<file path="src/rtl/apb_req_arbiter_if.sv">
// Requester and APB-monitor bundle for apb_req_arbiter.
// The slave modport is the arbiter's view; the master modport is the environment's view.
interface apb_req_arbiter_if;
  logic [3:0] req_i;
  logic [3:0] req_wr_i;
  logic [1:0] transfer_o;
  logic       psel_i;
  logic       penable_i;
  logic       pready_i;
  logic [7:0] prdata_i;
  logic [3:0] gnt_o;
  logic [3:0] done_o;
  logic [7:0] rdata_o;
  logic       err_o;

  modport slave (
    input  req_i, req_wr_i, psel_i, penable_i, pready_i, prdata_i,
    output transfer_o, gnt_o, done_o, rdata_o, err_o
  );

  modport master (
    output req_i, req_wr_i, psel_i, penable_i, pready_i, prdata_i,
    input  transfer_o, gnt_o, done_o, rdata_o, err_o
  );
endinterface

</file>
<file path="src/rtl/apb_req_arbiter.sv">
// Four-requester round-robin arbiter that issues one APB transfer at a time.
// Optional WAIT timeout is enabled by defining APB_ARB_TIMEOUT_EN.
module apb_req_arbiter #(
  parameter int TIMEOUT_CYCLES = 16
) (
  input logic              pclk,
  input logic              preset,
  apb_req_arbiter_if.slave bus
);
  typedef enum logic [1:0] {IDLE, ISSUE, WAIT, DONE} state_t;

  state_t     state_reg;
  logic [1:0] ptr_reg;
  logic [1:0] idx_reg;
  logic       wr_reg;
  logic [1:0] transfer_reg;
  logic [3:0] gnt_reg;
  logic [3:0] done_reg;
  logic [7:0] rdata_reg;

  logic [3:0] hit;
  logic [1:0] win_off;
  logic [1:0] win_idx;
  logic       complete;

  if (TIMEOUT_CYCLES < 2 || TIMEOUT_CYCLES > 255) begin : g_bad_timeout
    $error("apb_req_arbiter: TIMEOUT_CYCLES must be within 2..255");
  end

  // hit[gi] is the request of the requester gi places after the pointer
  genvar gi;
  for (gi = 0; gi < 4; gi++) begin : g_rot
    assign hit[gi] = bus.req_i[2'(ptr_reg + 2'(gi))];
  end

  always_comb begin
    win_off = 2'd0;
    for (int k = 3; k >= 0; k--) begin
      if (hit[k]) win_off = 2'(k);
    end
  end

  assign win_idx  = 2'(ptr_reg + win_off);
  assign complete = bus.psel_i && bus.penable_i && bus.pready_i;

`ifdef APB_ARB_TIMEOUT_EN
  localparam logic [7:0] TIMEOUT_LAST = 8'(TIMEOUT_CYCLES - 1);
  logic [7:0] cnt_reg;
  logic       err_reg;
`endif

  always_ff @(posedge pclk) begin
    if (preset) begin
      state_reg    <= IDLE;
      ptr_reg      <= 2'd0;
      idx_reg      <= 2'd0;
      wr_reg       <= 1'b0;
      transfer_reg <= 2'b00;
      gnt_reg      <= 4'd0;
      done_reg     <= 4'd0;
      rdata_reg    <= 8'd0;
`ifdef APB_ARB_TIMEOUT_EN
      cnt_reg      <= 8'd0;
      err_reg      <= 1'b0;
`endif
    end else begin
      done_reg <= 4'd0;
`ifdef APB_ARB_TIMEOUT_EN
      err_reg  <= 1'b0;
`endif
      case (state_reg)
        IDLE: begin
          if (|bus.req_i) begin
            state_reg    <= ISSUE;
            idx_reg      <= win_idx;
            wr_reg       <= bus.req_wr_i[win_idx];
            gnt_reg      <= 4'b0001 << win_idx;
            transfer_reg <= {bus.req_wr_i[win_idx], 1'b1};
          end
        end
        ISSUE: begin
          state_reg    <= WAIT;
          transfer_reg <= 2'b00;
`ifdef APB_ARB_TIMEOUT_EN
          cnt_reg      <= 8'd0;
`endif
        end
        WAIT: begin
          if (complete) begin
            state_reg <= DONE;
            done_reg  <= gnt_reg;
            if (!wr_reg) rdata_reg <= bus.prdata_i;
          end
`ifdef APB_ARB_TIMEOUT_EN
          // completion on the final allowed cycle still wins over the abort
          else if (cnt_reg == TIMEOUT_LAST) begin
            state_reg <= DONE;
            done_reg  <= gnt_reg;
            err_reg   <= 1'b1;
          end else begin
            cnt_reg <= cnt_reg + 8'd1;
          end
`endif
        end
        DONE: begin
          state_reg <= IDLE;
          gnt_reg   <= 4'd0;
          ptr_reg   <= 2'(idx_reg + 2'd1);
        end
        default: state_reg <= IDLE;
      endcase
    end
  end

  assign bus.transfer_o = transfer_reg;
  assign bus.gnt_o      = gnt_reg;
  assign bus.done_o     = done_reg;
  assign bus.rdata_o    = rdata_reg;
`ifdef APB_ARB_TIMEOUT_EN
  assign bus.err_o      = err_reg;
`else
  assign bus.err_o      = 1'b0;
`endif
endmodule
</file>
<file path="src/flat_wrapper.sv">
// flat-port wrapper written by rule: the top's interface ports become plain ports
module apb_req_arbiter_flat 
#(
  parameter int TIMEOUT_CYCLES = 16
)
  (pclk, preset, bus_req_i, bus_req_wr_i, bus_psel_i, bus_penable_i, bus_pready_i, bus_prdata_i, bus_transfer_o, bus_gnt_o, bus_done_o, bus_rdata_o, bus_err_o);
  apb_req_arbiter_if bus_i ();
  input logic pclk;
  input logic preset;
  input wire logic [$bits(bus_i.req_i)-1:0] bus_req_i;
  input wire logic [$bits(bus_i.req_wr_i)-1:0] bus_req_wr_i;
  input wire logic [$bits(bus_i.psel_i)-1:0] bus_psel_i;
  input wire logic [$bits(bus_i.penable_i)-1:0] bus_penable_i;
  input wire logic [$bits(bus_i.pready_i)-1:0] bus_pready_i;
  input wire logic [$bits(bus_i.prdata_i)-1:0] bus_prdata_i;
  output wire logic [$bits(bus_i.transfer_o)-1:0] bus_transfer_o;
  output wire logic [$bits(bus_i.gnt_o)-1:0] bus_gnt_o;
  output wire logic [$bits(bus_i.done_o)-1:0] bus_done_o;
  output wire logic [$bits(bus_i.rdata_o)-1:0] bus_rdata_o;
  output wire logic [$bits(bus_i.err_o)-1:0] bus_err_o;
  assign bus_i.req_i = bus_req_i;
  assign bus_i.req_wr_i = bus_req_wr_i;
  assign bus_i.psel_i = bus_psel_i;
  assign bus_i.penable_i = bus_penable_i;
  assign bus_i.pready_i = bus_pready_i;
  assign bus_i.prdata_i = bus_prdata_i;
  assign bus_transfer_o = bus_i.transfer_o;
  assign bus_gnt_o = bus_i.gnt_o;
  assign bus_done_o = bus_i.done_o;
  assign bus_rdata_o = bus_i.rdata_o;
  assign bus_err_o = bus_i.err_o;
  apb_req_arbiter #(.TIMEOUT_CYCLES(TIMEOUT_CYCLES)) u_core (.pclk(pclk), .preset(preset), .bus(bus_i));
endmodule
</file>
<file path="config.mk">
export PLATFORM = sky130hd
export DESIGN_NAME = apb_req_arbiter_flat
export DESIGN_NICKNAME = d
export VERILOG_FILES = /design/src/rtl/apb_req_arbiter_if.sv /design/src/rtl/apb_req_arbiter.sv /design/src/flat_wrapper.sv
export SDC_FILE = /design/constraint.sdc
export NUM_CORES = 1
export LEC_CHECK = 0
export CAP_MARGIN = 20
export CORE_ASPECT_RATIO = 0.8
export CORE_MARGIN = 1
export CORE_UTILIZATION = 44
export CTS_CLUSTER_SIZE = 24
export DETAILED_ROUTE_END_ITERATION = 8
export PLACE_DENSITY = 0.76
export SLEW_MARGIN = 20
export SYNTH_ARGS = -nofsm -noshare
export SYNTH_HDL_FRONTEND = slang
export SYNTH_SLANG_ARGS = --single-unit
</file>
<file path="constraint.sdc">
create_clock -name pclk -period 6.75 [get_ports pclk]
set_clock_uncertainty 0.05 [all_clocks]
set_input_delay 0.675 -clock pclk [delete_from_list [all_inputs] [get_ports pclk]]
set_output_delay 0.675 -clock pclk [all_outputs]
set_load 0.01 [all_outputs]
</file>
==> summary.md, run 1 <==
| Metric | Value |
|---|---|
| R2r setup slk | 4150 ps |
| Overflow after GRT | 0 |
| Yosys cell types | 39 |
| Synth Register Bits | 25 |
| WL met3 | 197 um |
| Share of cells above drive strength 1 | 5.75% |
| Hold Path Origin | u_core.bus.gnt_o[1] |
| Chip Width | 62.8 um |
| H-tree depth | 1 |
| Warnings, synthesis | 0 |
| Critical Path Max Stage Delay | 610 ps |
| Final setup viols | 0 |
| Initial antenna violation count | 0 |
| Total power draw | 0.000526 W |
| Max Slew Vio Count | 0 |
| Sequential share of the synthesized area | 38.5% |
| Antenna Violating Nets Remaining | 0 |
| Std cell rows | 17 |
| Antenna fix cells | 0 |
| Startpoint types | input port |
| HP Class | register to register |
| Post-Syn Nets | 169 |
| First-pass GRT wire length | 4510 um |
| RSZ-0062 raised after global routing | false |
| CTS Hold Bufs | 0 |
| Min cycle time layout | 3230 ps |
| Clock buffer depth | 2 |
| Max VDD drop | 0.139 mV |
| Hold Path Depth | 1 |
| Leading cell type in the layout, fill and taps excluded | clkdlybuf4s50_1 |
| Max-cap violation count | 0 |
| Resize count post-CTS | 0 |
| Worst Path Max Fanout | 6 |
| Cell area after layout | 1720 sq um |
| WL met1 | 1160 um |
| Drt first pass iters | 4 |
| Cell breakdown of the critical path | clkdlybuf4s50_1 -> inv_1 -> and3_1 -> o21ai_0 -> o2111ai_1 -> ha_1 -> mux2i_1 -> nor3_1 -> mux2_2 -> a311o_1 |
| CTS tree | yes |
| Post-synth design cell area | 1300 sq um |
| Vias in the first global route | 1,034 |
| Clock sinks | 25 |
| Total GRT Usage | 18.6% |
| Top Layer Used | met4 |
| Worst-margin pin slew | 870 ps |
| FF-to-FF path depth | 8 |
| DRT iter0 DRCs | 75 |
| FF-to-FF Start | u_core.ptr_reg[0] |
| Data required time of the worst path | 6860 ps |
| RD Place Congestion | 0.826 |
| CTS Buf Count | 3 |
| Buf/Inv on CP | 2 |
| Vias/cell | 5.25 |
| Worst Hold Endpoint | u_core.bus.done_o[1] |
| Core area | 2790 sq um |
| IO Port Bufs | 38 |
| Slowest CP cell | clkdlybuf4s50_1 |
| Die area | 3180 sq um |
| Post-CTS Setup Inserts | 0 |
| Root Buffer | clkbuf_8 |
| Static leakage | 0.646 nW |
| Critical path type | input port to register |
| Reg2Reg Capture Point | u_core.wr_reg |
| Met2 wire len | 1310 um |
| Crit. End Element | register |
| I/O pins | 40 |
| Final Hold Viols | 0 |
| Fmax | 0.310 GHz |
| WL final | 2720 um |
| Syn_area_per_cell | 9.16 sq um |
| Starting Density | 46.7% |
| Max FFs per register | 8 |
| Via count | 1,113 |
| Fill cells | 243 |
| WL/cell | 12.8 um |
| Post-DP Area | 1670 sq um |
| Clk slew on worst S/H paths | 80 ps |
| Die Span Y | 50.6 um |
| Most frequent cells in the layout | clkdlybuf4s50_1 (38), nor2_1 (27), dfxtp_1 (25) |
| Crit path max-delay family | buffers and inverters |
| Fin Hold WS | 445 ps |
| Slew margin rel. | 41.8% |
| Pwr Density | 307 nW/um^2 |
| Worst EP arrival | 3340 ps |
| DP HPWL | 2110 um |
| Worst skew pair latency | 270 ps |
| Residual DRC count | 0 |
| Fin nets | 202 |
| Cells after synthesis | 142 |
| Period Utilization, post-route | 47.8% |
| Setup TNS | 0 ps |
| Largest net degree at the start of global routing | 19 |
| Status | finished clean |
| Synthesis-to-finish area growth | 31.8% |
-- routing by layer --
| metal | vias up | global-route usage (%) |
|---|---|---|
| li1 | 563 | - |
| met1 | 507 | 20.7 |
| met2 | 36 | 31.7 |
| met3 | 7 | 6.82 |
| met4 | 0 | 8.91 |
| met5 | - | 0 |
-- report_power, final --
part           internal, W   total, W  switching (W)
logic             0.000116   0.000233       0.000117
clock network    0.0000422  0.0000867      0.0000445
registers         0.000179   0.000206      0.0000272
total             0.000337   0.000526       0.000189
-- Yosys cell counts --
cell type	number	share of area (%)
dfxtp_1	25	38
nor2_1	27	7.8
inv_1	5	1.4
nand4_1	1	0.48
a22oi_1	1	0.58
buf_1	1	0.29
nor4_1	3	1.4
buf_6	2	1.7
a22o_1	2	1.3
mux2i_1	13	10
a311o_1	1	0.77
nand2b_2	1	0.67
mux2_2	2	1.7
or3_2	1	0.58
a32oi_2	1	1.3
a32o_1	2	1.5
or2_2	1	0.48
o41ai_4	1	2.1
o21ai_0	2	0.77
o32ai_1	2	1.3
buf_4	1	0.58
a211oi_1	3	1.7
nand3_1	2	0.77
buf_2	2	0.77
o211ai_1	2	1.2
xor2_1	1	0.67
xnor2_1	4	2.7
conb_1	1	0.29
nor3_1	6	2.3
and2_1	4	1.9
nand2_1	2	0.58
and3_1	1	0.48
ha_1	6	5.8
o2111ai_1	1	0.67
or4_1	1	0.58
o21a_1	1	0.58
a21oi_1	4	1.5
clkbuf_1	4	1.2
nand2b_1	2	0.96
-- kinds of logic (layout without fill, tap and decap cells) --
| group | after synthesis | count (layout) | share of synthesized area (%) |
|---|---|---|---|
| XOR/XNOR | 5 | 5 | 3.37 |
| AO/OA/AOI/OAI | 23 | 23 | 15.4 |
| other | 1 | 1 | 0.288 |
| buffers and inverters | 15 | 47 | 5.96 |
| AND/OR/NAND/NOR | 52 | 52 | 19.0 |
| adder cells (fa/ha/maj) | 6 | 6 | 5.77 |
| multiplexers | 15 | 15 | 11.7 |
| flip-flops | 25 | 25 | 38.5 |
-- how the worst max path moves through the flow --
stage | start | end | slack [ps] | depth (start not counted)
final | bus_req_i[3] | u_core.wr_reg | 3520 | 10
after global routing | bus_req_i[3] | u_core.wr_reg | 3340 | 10
after CTS | bus_req_i[3] | u_core.wr_reg | 3580 | 10
after detailed placement | bus_req_i[3] | u_core.wr_reg | 3290 | 10
after global placement | bus_req_i[3] | u_core.wr_reg | 3440 | 10
after floorplan | bus_req_i[0] | u_core.wr_reg | 3940 | 10
-- stage by stage --
step                      util, %  instances  setup slack [ps]
final                        61.6        212              3520
after global routing         61.6        212              3340
after CTS                    61.6        212              3580
after detailed placement     59.9        208              3290
after global placement       59.9        208              3440
after floorplan                 -        142              3940
-- layout make-up --
class | instances | area [sq um] | area share, %
multi-input cells | 102 | 723 | 42.2
repair buffers | 38 | 380 | 22.2
flip-flops and latches | 25 | 500 | 29.2
well taps | 38 | 47.5 | 2.77
inverters | 5 | 18.8 | 1.09
clock buffers | 4 | 45.0 | 2.63
Note: power is estimated with default switching activity, not from simulation.
==> run 2, diff against run 1 <==
==> constraint.sdc (replaced) <==
create_clock -name pclk -period 3.34 [get_ports pclk]
set_clock_uncertainty 0.05 [all_clocks]
set_input_delay 0.334 -clock pclk [delete_from_list [all_inputs] [get_ports pclk]]
set_output_delay 0.334 -clock pclk [all_outputs]
set_load 0.01 [all_outputs]
==> summary.md, run 2 (synthesized netlist as in run 1, its figures left out) <==
| Metric | Value |
|---|---|
| CTS tree | yes |
| CTS Hold Bufs | 0 |
| IO Port Bufs | 38 |
| Hold Path Depth | 1 |
| RSZ-0062 raised after global routing | false |
| Via count | 1,130 |
| Resize count post-CTS | 0 |
| Fmax | 0.349 GHz |
| Post-Place Cells | 209 |
| Max VDD drop | 0.277 mV |
| Largest net degree at the start of global routing | 19 |
| Core area | 2790 sq um |
| Pwr Density | 622 nW/um^2 |
| FF-to-FF path depth | 8 |
| Chip Width | 62.8 um |
| I/O pins | 40 |
| Data required time of the worst path | 3460 ps |
| Post-CTS Setup Inserts | 0 |
| Initial antenna violation count | 0 |
| Total GRT Usage | 19.1% |
| Fill cells | 239 |
| Worst Path Max Fanout | 6 |
| HP Class | register to register |
| Critical path type | input port to register |
| Worst EP arrival | 2980 ps |
| Synthesis-to-finish area growth | 32.4% |
| Startpoint types | input port |
| Final Non-Filler Cells | 213 |
| Max-cap violation count | 0 |
| Fin Hold WS | 446 ps |
| Min cycle time layout | 2870 ps |
| Antenna fix cells | 0 |
| WL final | 2750 um |
| Static leakage | 0.650 nW |
| Antenna Violating Nets Remaining | 0 |
| Clock sinks | 25 |
| Period Utilization, post-route | 85.8% |
| Most frequent cells in the layout | clkdlybuf4s50_1 (38), nor2_1 (27), dfxtp_1 (25) |
| Clock buffer depth | 2 |
| Worst Hold Endpoint | u_core.bus.gnt_o[1] |
| Storage cell area | 500 sq um |
| Critical Path Max Stage Delay | 600 ps |
| Vias in the first global route | 1,050 |
| Std cell rows | 17 |
| Status | finished clean |
| Final setup viols | 0 |
| Cell area after layout | 1720 sq um |
| Clk slew on worst S/H paths | 80 ps |
| Root Buffer | clkbuf_8 |
| Starting Density | 46.7% |
| Setup ws final | 474 ps |
| DP HPWL | 2110 um |
| Worst-margin pin slew | 829 ps |
| H-tree depth | 1 |
| Vias/cell | 5.31 |
| FF-to-FF Start | u_core.ptr_reg[0] |
| Share of cells above drive strength 1 | 6.29% |
| Fin nets | 203 |
| Post-DP Area | 1680 sq um |
| Slowest CP cell | clkdlybuf4s50_1 |
| Setup TNS | 0 ps |
| Drt first pass iters | 4 |
| Die area | 3180 sq um |
| CTS Buf Count | 3 |
| Reg2Reg Capture Point | u_core.wr_reg |
| DRT iter0 DRCs | 45 |
| Cell breakdown of the critical path | clkdlybuf4s50_1 -> inv_1 -> and3_1 -> o21ai_0 -> o2111ai_1 -> ha_1 -> mux2i_1 -> nor3_1 -> mux2_2 -> a311o_1 |
| Max Slew Vio Count | 0 |
| First-pass GRT wire length | 4640 um |
| RD Place Congestion | 0.812 |
| Slew margin rel. | 44.5% |
| Hold Path Origin | u_core.bus.gnt_o[1] |
| Overflow after GRT | 0 |
| Max FFs per register | 8 |
| Die Span Y | 50.6 um |
| Worst skew pair latency | 270 ps |
| Residual DRC count | 0 |
| Final Hold Viols | 0 |
| Worst slack, placed | 209 ps |
| R2r setup slk | 730 ps |
| Leading cell type in the layout, fill and taps excluded | clkdlybuf4s50_1 |
| Crit. End Element | register |
| WL/cell | 12.9 um |
| Multi-input logic area | 723 sq um |
-- run 2: cell types whose count changed in the layout (fill, tap and decap cells not counted), sizes merged --
| cell | delta |
|---|---|
| buf | +1 |
-- run 2: cell type report --
type	instances	share of cell area (%)
clock buffer	4	2.61
timing repair buffer	39	22.5
tap	38	2.76
multi-input combinational	102	42.0
inverter	5	1.09
sequential	25	29.0
-- run 2: worst max path at each step --
stage / startpoint / to / slack [ps]
floorplan: u_core.ptr_reg[0] / u_core.wr_reg / 820
global placement: bus_req_i[3] / u_core.wr_reg / 370
detailed placement: bus_req_i[3] / u_core.wr_reg / 210
CTS: bus_req_i[3] / u_core.wr_reg / 510
global route: bus_req_i[3] / u_core.wr_reg / 250
finish: bus_req_i[3] / u_core.wr_reg / 470
-- run 2: report_power, final --
part | switching [W] | total [W] | internal (W)
Sequential | 0.0000567 | 0.000418 | 0.000361
Clock | 0.0000933 | 0.000179 | 0.0000854
Combinational | 0.000239 | 0.000475 | 0.000236
-- run 2: per-stage QoR --
step | total power [W] | util (%)
floorplan | 0.000756 | -
global placement | 0.000874 | 60.2
detailed placement | 0.000898 | 60.2
CTS | 0.00108 | 61.8
global route | 0.00114 | 61.8
finish | 0.00107 | 61.8
-- run 2: critical path, delay by kind of cell --
family | cells | cell delay [ps]
adders and majority gates | 1 | 450
and+or+nand+nor | 2 | 260
muxes | 2 | 690
AOI/OAI and AO/OA | 3 | 530
buffers and inverters | 2 | 710
-- run 2: routing by layer --
metal	GRT usage, %	vias to the layer above	part of all wire [%]
met5	0	-	0
met4	8.53	0	1.9
met1	22.1	534	45
met3	5.68	5	4.8
met2	32.8	27	49
li1	-	564	-
==> run 3, diff against run 2 <==
==> constraint.sdc (replaced) <==
create_clock -name pclk -period 2.92 [get_ports pclk]
set_clock_uncertainty 0.05 [all_clocks]
set_input_delay 0.292 -clock pclk [delete_from_list [all_inputs] [get_ports pclk]]
set_output_delay 0.292 -clock pclk [all_outputs]
set_load 0.01 [all_outputs]
==> summary.md, run 3 (synthesized netlist as in run 1, its figures left out) <==
| Metric | Value |
|---|---|
| Status | finished clean |
| Worst Path Max Fanout | 4 |
| Final setup viols | 0 |
| Drt first pass iters | 4 |
| Initial antenna violation count | 0 |
| Root Buffer | clkbuf_8 |
| Overflow after GRT | 0 |
| Grt met1 use | 23.7% |
| Worst slack, placed | -8.67 ps |
| Worst EP arrival | 2770 ps |
| Antenna Violating Nets Remaining | 0 |
| FF-to-FF Start | u_core.ptr_reg[0] |
| Final Hold Viols | 0 |
| Clock sinks | 25 |
| FF-to-FF path depth | 7 |
| Hold Path Origin | u_core.bus.gnt_o[3] |
| Static leakage | 0.693 nW |
| Starting Density | 46.7% |
| Reg2Reg Capture Point | u_core.wr_reg |
| IO Port Bufs | 38 |
| Worst skew pair latency | 270 ps |
| Period Utilization, post-route | 90.9% |
| Antenna fix cells | 0 |
| Setup ws final | 266 ps |
| Core area | 2790 sq um |
| Total GRT Usage | 19.2% |
| Critical path type | input port to register |
| Leading cell type in the layout, fill and taps excluded | clkdlybuf4s50_1 |
| Clk slew on worst S/H paths | 90 ps |
| WL/cell | 13.3 um |
| Worst Hold Endpoint | u_core.bus.done_o[3] |
| CTS Hold Bufs | 0 |
| First-pass GRT wire length | 4770 um |
| Fin nets | 211 |
| Largest net degree at the start of global routing | 19 |
| Clock buffer depth | 2 |
| Max Slew Vio Count | 0 |
| Die area | 3180 sq um |
| Setup TNS | 0 ps |
| Std cell rows | 17 |
| GR Util met2 | 34.4% |
| Min cycle time layout | 2650 ps |
| Most frequent cells in the layout | clkdlybuf4s50_1 (38), nor2_1 (27), dfxtp_1 (25) |
| RSZ-0062 raised after global routing | false |
| Vias in the first global route | 1,057 |
| Total power draw | 0.00127 W |
| RD Place Congestion | 0.851 |
| CTS tree | yes |
| Resize count post-CTS | 0 |
| Vias/cell | 5.22 |
| WL final | 2930 um |
| Chip Width | 62.8 um |
| Gr busiest metal | met2 |
| I/O pins | 40 |
| Residual DRC count | 0 |
| Die Span Y | 50.6 um |
| Hold Path Depth | 1 |
| CTS Buf Count | 3 |
| Crit. End Element | register |
| Pwr Density | 711 nW/um^2 |
| Share of cells above drive strength 1 | 10.9% |
| Data required time of the worst path | 3040 ps |
| R2r setup slk | 390 ps |
| Max-cap violation count | 0 |
| Max FFs per register | 8 |
| Fmax | 0.377 GHz |
| Via count | 1,153 |
| Max VDD drop | 0.431 mV |
| GR Util met3 | 5.00% |
| H-tree depth | 1 |
| HP Class | register to register |
| Post-CTS Setup Inserts | 0 |
| DRT iter0 DRCs | 64 |
| Worst setup path start | bus_req_i[3] |
| DP HPWL | 2230 um |
| Startpoint types | input port |
| Synthesis-to-finish area growth | 37.1% |
-- run 3: cell count changes in the layout (fill, tap and decap cells not counted) --
cell | before | now
clkbuf_1 | 1 | 0
clkinv_2 | 0 | 1
buf_4 | 1 | 9
-- run 3: critical path: stages --
cell	delay, ps
clkdlybuf4s50_1	530
inv_1	100
and3_1	170
o21ai_0	130
o2111ai_1	140
ha_1	380
mux2i_1	400
nor3_1	100
mux2_2	270
a311o_1	260
-- run 3: worst max path at each step --
stage	end	slack, ps	depth (start not counted)
after detailed placement	u_core.wr_reg	-9	10
after global placement	u_core.wr_reg	160	8
after floorplan	u_core.wr_reg	400	10
after global routing	u_core.wr_reg	90	10
after CTS	u_core.wr_reg	280	10
final	u_core.wr_reg	270	10
-- run 3: through the flow --
| stage | instances | instance area, sq um | util [%] | hold WS, ps |
|---|---|---|---|---|
| floorplan | 142 | 1300 | - | 389 |
| global placement | 217 | 1740 | 62.4 | 421 |
| detailed placement | 217 | 1740 | 62.4 | 435 |
| CTS | 221 | 1780 | 64.0 | 449 |
| global route | 221 | 1780 | 64.0 | 468 |
| finish | 221 | 1780 | 64.0 | 447 |
-- run 3: metal layers --
layer	wire length, um	share of wire, %
met4	0	0
met5	0	0
met3	122	4.2
met1	1350	46
met2	1460	50
-- run 3: where the power goes --
group / switching [W] / internal [W]
Sequential: 0.0000654 / 0.000413
Clock: 0.000108 / 0.0000954
Combinational: 0.000289 / 0.000297
Total: 0.000463 / 0.000805
-- run 3: final cells by class --
type / instances / area (sq um)
Inverter: 5 / 18.8
Multi-Input combinational cell: 102 / 723
Clock inverter: 1 / 5.00
Fill cell: 243 / 1000
Timing Repair Buffer: 47 / 448
Clock buffer: 3 / 41.3
Tap cell: 38 / 47.5
Sequential cell: 25 / 500
==> patch 1, RTL diff (settings of run 2) <==
Re-encode `state_t` (4 states) as Gray code, 2 bits wide.
--- a/src/rtl/apb_req_arbiter.sv
+++ b/src/rtl/apb_req_arbiter.sv
@@ -7,7 +7,7 @@
   input logic              preset,
   apb_req_arbiter_if.slave bus
 );
-  typedef enum logic [1:0] {IDLE, ISSUE, WAIT, DONE} state_t;
+  typedef enum logic [1:0] {IDLE = 2'b00, ISSUE = 2'b01, WAIT = 2'b11, DONE = 2'b10} state_t;
 
   state_t     state_reg;
   logic [1:0] ptr_reg;
Behaviour: no difference found for any inputs over 10 cycles, from zero or initial values and one cycle with preset high; not proved beyond that.
==> patch 1 against run 2 <==
Count of clock-buffer cells in the layout unchanged; routed wire length fell by 11%; sequential cell count is the same; synthesized area down 11%; worst setup slack improved by 0.30 ns; design area shrank 9.9%; critical path type unchanged; highest routed layer unchanged.
Power is not compared: it rests on default switching activity, and its combinational part moved more than twofold at a synthesized area within 25%.
==> patch 1: results (changes against run 2) <==
| Metric | Value |
|---|---|
| Peak supply drop | around 270 uV |
| Crit path max fanout | 8 (was 6) |
| Worst Reg-to-Reg Cells | 9 (was 8) |
| Dpl ws | 0.4707 ns (was 0.2093 ns) |
| Clock Latency Late Sink | 0.31 ns (was 0.27 ns) |
| Pin count of the biggest net entering global routing | 23 (was 19) |
| Max reg flops | 8 (unchanged) |
| Routed wire length | 2.438 mm (was 2.750 mm) |
| Synth Area in XOR/XNOR | 2.922% (was 3.365%) |
| CP delay by family, top | compound AO/OA/AOI/OAI gates (was buffers and inverters) |
| Status | complete, no violations (unchanged) |
| Post-route minimum period | 2.563 ns (was 2.866 ns) |
| Filler Cells Inserted | 224 (was 239) |
| Root buffer cell | clkbuf_4 (was clkbuf_8) |
| Critical Path AT | 2.75 ns (was 2.98 ns) |
| Vias in the first global route | 902 (was 1050) |
| Syn Nets | 145 (was 169) |
| HP Class | reg2reg (unchanged) |
| CTS resizes | 0 (unchanged) |
| GRT Total Usage | 18.39% (was 19.11%) |
| Comb power | between 100 and 150 uW |
| Cells on Worst Hold Path | 2 (was 1) |
| Clock slew at reported path FFs | 0.12 ns (was 0.08 ns) |
| Placed instance count | 191 (was 209) |
| Post-CTS Setup Inserts | 0 (unchanged) |
| Post-Synth Adder-Cell Area | 1.082% (was 5.769%) |
| HPWL after DPL | 1.862 mm (was 2.113 mm) |
| Slowest stage cell, crit path | clkdlybuf4s50_1 (unchanged) |
| Share of layout cells above drive strength 1 | 5.660% (was 6.286%) |
| Layout net count | 182 (was 203) |
| FF-to-FF setup slack | 0.83 ns (was 0.73 ns) |
| Compound-gate portion of the synthesized area | 15.26% (was 15.38%) |
| GPL Wtd Cong | 0.8079 (was 0.8121) |
| Relative slew slack | 45.44% (was 44.53%) |
| Synth cell count leaders | nor2_1 (26), dfxtp_1 (25), mux2i_1 (10) (was nor2_1 (27), dfxtp_1 (25), mux2i_1 (13)) |
| Seq/Total Area, Yosys | 43.29% (was 38.46%) |
| DR WL/cell | 12.50 um (was 12.91 um) |
| Iteration-0 DRC Markers | 36 (was 45) |
| Ranking of synthesized cells by area | dfxtp_1 (43%), mux2i_1 (8.7%), nor2_1 (8.4%) (was dfxtp_1 (38%), mux2i_1 (10%), nor2_1 (7.8%)) |
| Max Slew Vio Count | 0 (unchanged) |
| Via Count | 995 (was 1130) |
| Netlist cell types | 37 (was 39) |
| Syn_area_per_cell | 9.399 um2 (was 9.164 um2) |
| Post-synthesis mux area share | 9.957% (was 11.73%) |
| First-pass GRT wire length | 3.864 mm (was 4.643 mm) |
| Minimum hold slack | 0.4467 ns (was 0.4460 ns) |
-- patch 1: worst paths after layout --
check	endpoint	start
max	u_core.wr_reg$_SDFFE_PP0P_	bus_req_i[0]
min	u_core.bus.gnt_o[2]$_SDFFE_PP0P_	u_core.bus.gnt_o[2]$_SDFFE_PP0P_
max reg2reg	u_core.wr_reg$_SDFFE_PP0P_	u_core.ptr_reg[0]$_SDFFE_PP0P_
min reg2reg	u_core.bus.gnt_o[2]$_SDFFE_PP0P_	u_core.bus.gnt_o[2]$_SDFFE_PP0P_
-- patch 1: cell type report --
| cell class | count | share of cell area (%) |
|---|---|---|
| Tap cell | 36 | 2.901 |
| Multi-Input combinational cell | 90 | 37.95 |
| Timing Repair Buffer | 39 | 24.98 |
| Inverter | 1 | 0.2417 |
| Sequential cell | 25 | 32.23 |
| Clock buffer | 4 | 1.692 |
-- patch 1: per-stage QoR --
step	cell area [um2]	total power [uW]	util, %
2_1_floorplan	1156	416.2	-
3_3_place_gp	1526	460.7	61.99
4_1_cts	1553	594.1	63.06
3_5_place_dp	1526	464.6	61.99
5_1_grt	1553	621.3	63.06
6_report	1553	587.4	63.06
-- patch 1: logic make-up (layout without fill, tap and decap cells) --
family,after synthesis,in the layout
muxes,11,11
DFF,25,25
xor gates and xnor gates,3,3
buffers and inverters,8,44
and+or+nand+nor,52,52
adders and majority gates,1,1
other,1,1
AOI/OAI and AO/OA,22,22
-- patch 1: per-layer routing --
| layer | track usage, % | vias to the layer above | wire, um |
|---|---|---|---|
| met5 | 0 | - | 0 |
| met4 | 2.381 | 0 | 23 |
| met3 | 6.216 | 4 | 135 |
| met2 | 32.81 | 28 | 1156 |
| met1 | 22.40 | 468 | 1122 |
| li1 | - | 495 | - |
==> patch 2, RTL diff (settings of run 2) <==
Without the edit above. The option `APB_ARB_TIMEOUT_EN` is turned on by a define.
--- a/src/rtl/apb_req_arbiter.sv
+++ b/src/rtl/apb_req_arbiter.sv
@@ -1,5 +1,7 @@
 // Four-requester round-robin arbiter that issues one APB transfer at a time.
 // Optional WAIT timeout is enabled by defining APB_ARB_TIMEOUT_EN.
+`define APB_ARB_TIMEOUT_EN
+
 module apb_req_arbiter #(
   parameter int TIMEOUT_CYCLES = 16
 ) (
Function: no difference found for any inputs over 10 cycles, from zero or initial values and one cycle with preset high; that may be too few to reach the edited logic, so the function may still have changed.
==> patch 2 against run 2 <==
Synthesized cell count rose by 44%; synthesized area rose by 39%; total power rose by 33%; routed wire length grew 39%; combinational power rose by 28%; sequential cell count grew 9; design area is 34% higher; first-iteration DRC count is 58% higher; register-to-register slack better by 0.09 ns; worst setup slack improved by 0.16 ns; utilization shrank 2.3 points; sequential share of layout area increased by 0.45 points.
==> patch 2: results (changes against run 2) <==
| Metric | Value |
|---|---|
| Status | complete, no violations (unchanged) |
| Setup crit start | bus_req_i[0] (was bus_req_i[3]) |
| Ranking of synthesized cells by area | dfxtp_1 (38%), mux2i_1 (8.3%), nor2_1 (6.2%) (was dfxtp_1 (38%), mux2i_1 (10%), nor2_1 (7.8%)) |
| H-tree Lvls | 2 (was 1) |
| Die width | 73.79 um (was 62.80 um) |
| Seq/Total Area, Yosys | 37.52% (was 38.46%) |
| Compound-gate portion of the synthesized area | 18.00% (was 15.38%) |
| Peak supply drop | 283.1 uV (was 276.9 uV) |
| Synth cell count leaders | dfxtp_1 (34), nor2_1 (30), nand2_1 (16) (was nor2_1 (27), dfxtp_1 (25), mux2i_1 (13)) |
| Minimum hold slack | 0.4206 ns (was 0.4460 ns) |
| GR Layer Usage met2 | 28.83% (was 32.79%) |
| Multi-input gate share of total cell area | 45.07% (was 41.98%) |
| Post-synthesis mux area share | 8.276% (was 11.73%) |
| Sw Pwr | 542.5 uW (was 389.1 uW) |
| Critical Path AT | 2.82 ns (was 2.98 ns) |
| Min-delay src | u_core.bus.gnt_o[3]$_SDFFE_PP0P_ (was u_core.bus.gnt_o[1]$_SDFFE_PP0P_) |
| Area occupied by multi-input gates | 0.001040 mm2 (was 723.2 um2) |
| Worst Reg-to-Reg Cells | 7 (was 8) |
| DR WL/cell | 12.87 um (was 12.91 um) |
| Invs w/o clock | 7 (was 5) |
| HPWL after DPL | 2.747 mm (was 2.113 mm) |
| PortBufs | 39 (was 38) |
| Leakage | 0.0008412 uW (was 0.0006503 uW) |
| Wire length on met2 | 1.640 mm (was 1.336 mm) |
| Met3 wire len | 207 um (was 132 um) |
| Clock Latency Late Sink | 0.29 ns (was 0.27 ns) |
| Period utilisation layout | 81.09% (was 85.80%) |
| Non-Clock Buffer Count | 42 (was 39) |
| Cells on Worst Hold Path | 2 (was 1) |
| Filler Cells Inserted | 337 (was 239) |
| Placed Area | 0.002228 mm2 (was 0.001678 mm2) |
| Clkbuf count | 5 (was 4) |
| FF-to-FF setup slack | 0.82 ns (was 0.73 ns) |
| FFs & Latches | 34 (was 25) |
| Share of layout cells above drive strength 1 | 9.129% (was 6.286%) |
| Routed wire length | 3.810 mm (was 2.750 mm) |
| #MultiIn Comb | 151 (was 102) |
| Dpl ws | 0.3437 ns (was 0.2093 ns) |
| End of the worst register-to-register path | u_core.bus.transfer_o[1]$_SDFFE_PP0P_ (was u_core.wr_reg$_SDFFE_PP0P_) |
## patch 2: cell types whose count changed in the layout (fill, tap and decap cells not counted), moves of 3 or more
cell	change
nand2_1	+14
nor3_1	+3
nor2_1	+3
dfxtp_1	+9
o21ai_0	+6
nand3b_1	+3
a21oi_1	+5
## patch 2: cell families after synthesis
kind of cell | after synthesis
AO/OA/AOI/OAI | 39
XOR/XNOR | 4
adder cells (fa/ha/maj) | 7
buffers and inverters | 19
flip-flops | 34
multiplexers | 15
AND/OR/NAND/NOR | 86
## patch 2: power by group through the flow
stage / Sequential [uW] / Clock, uW / Combinational, uW
2_1_floorplan: 531 / 0 / 434
3_3_place_gp: 538 / 0 / 592
3_5_place_dp: 541 / 0 / 599
4_1_cts: 533 / 288 / 607
5_1_grt: 543 / 311 / 671
6_report: 533 / 283 / 609
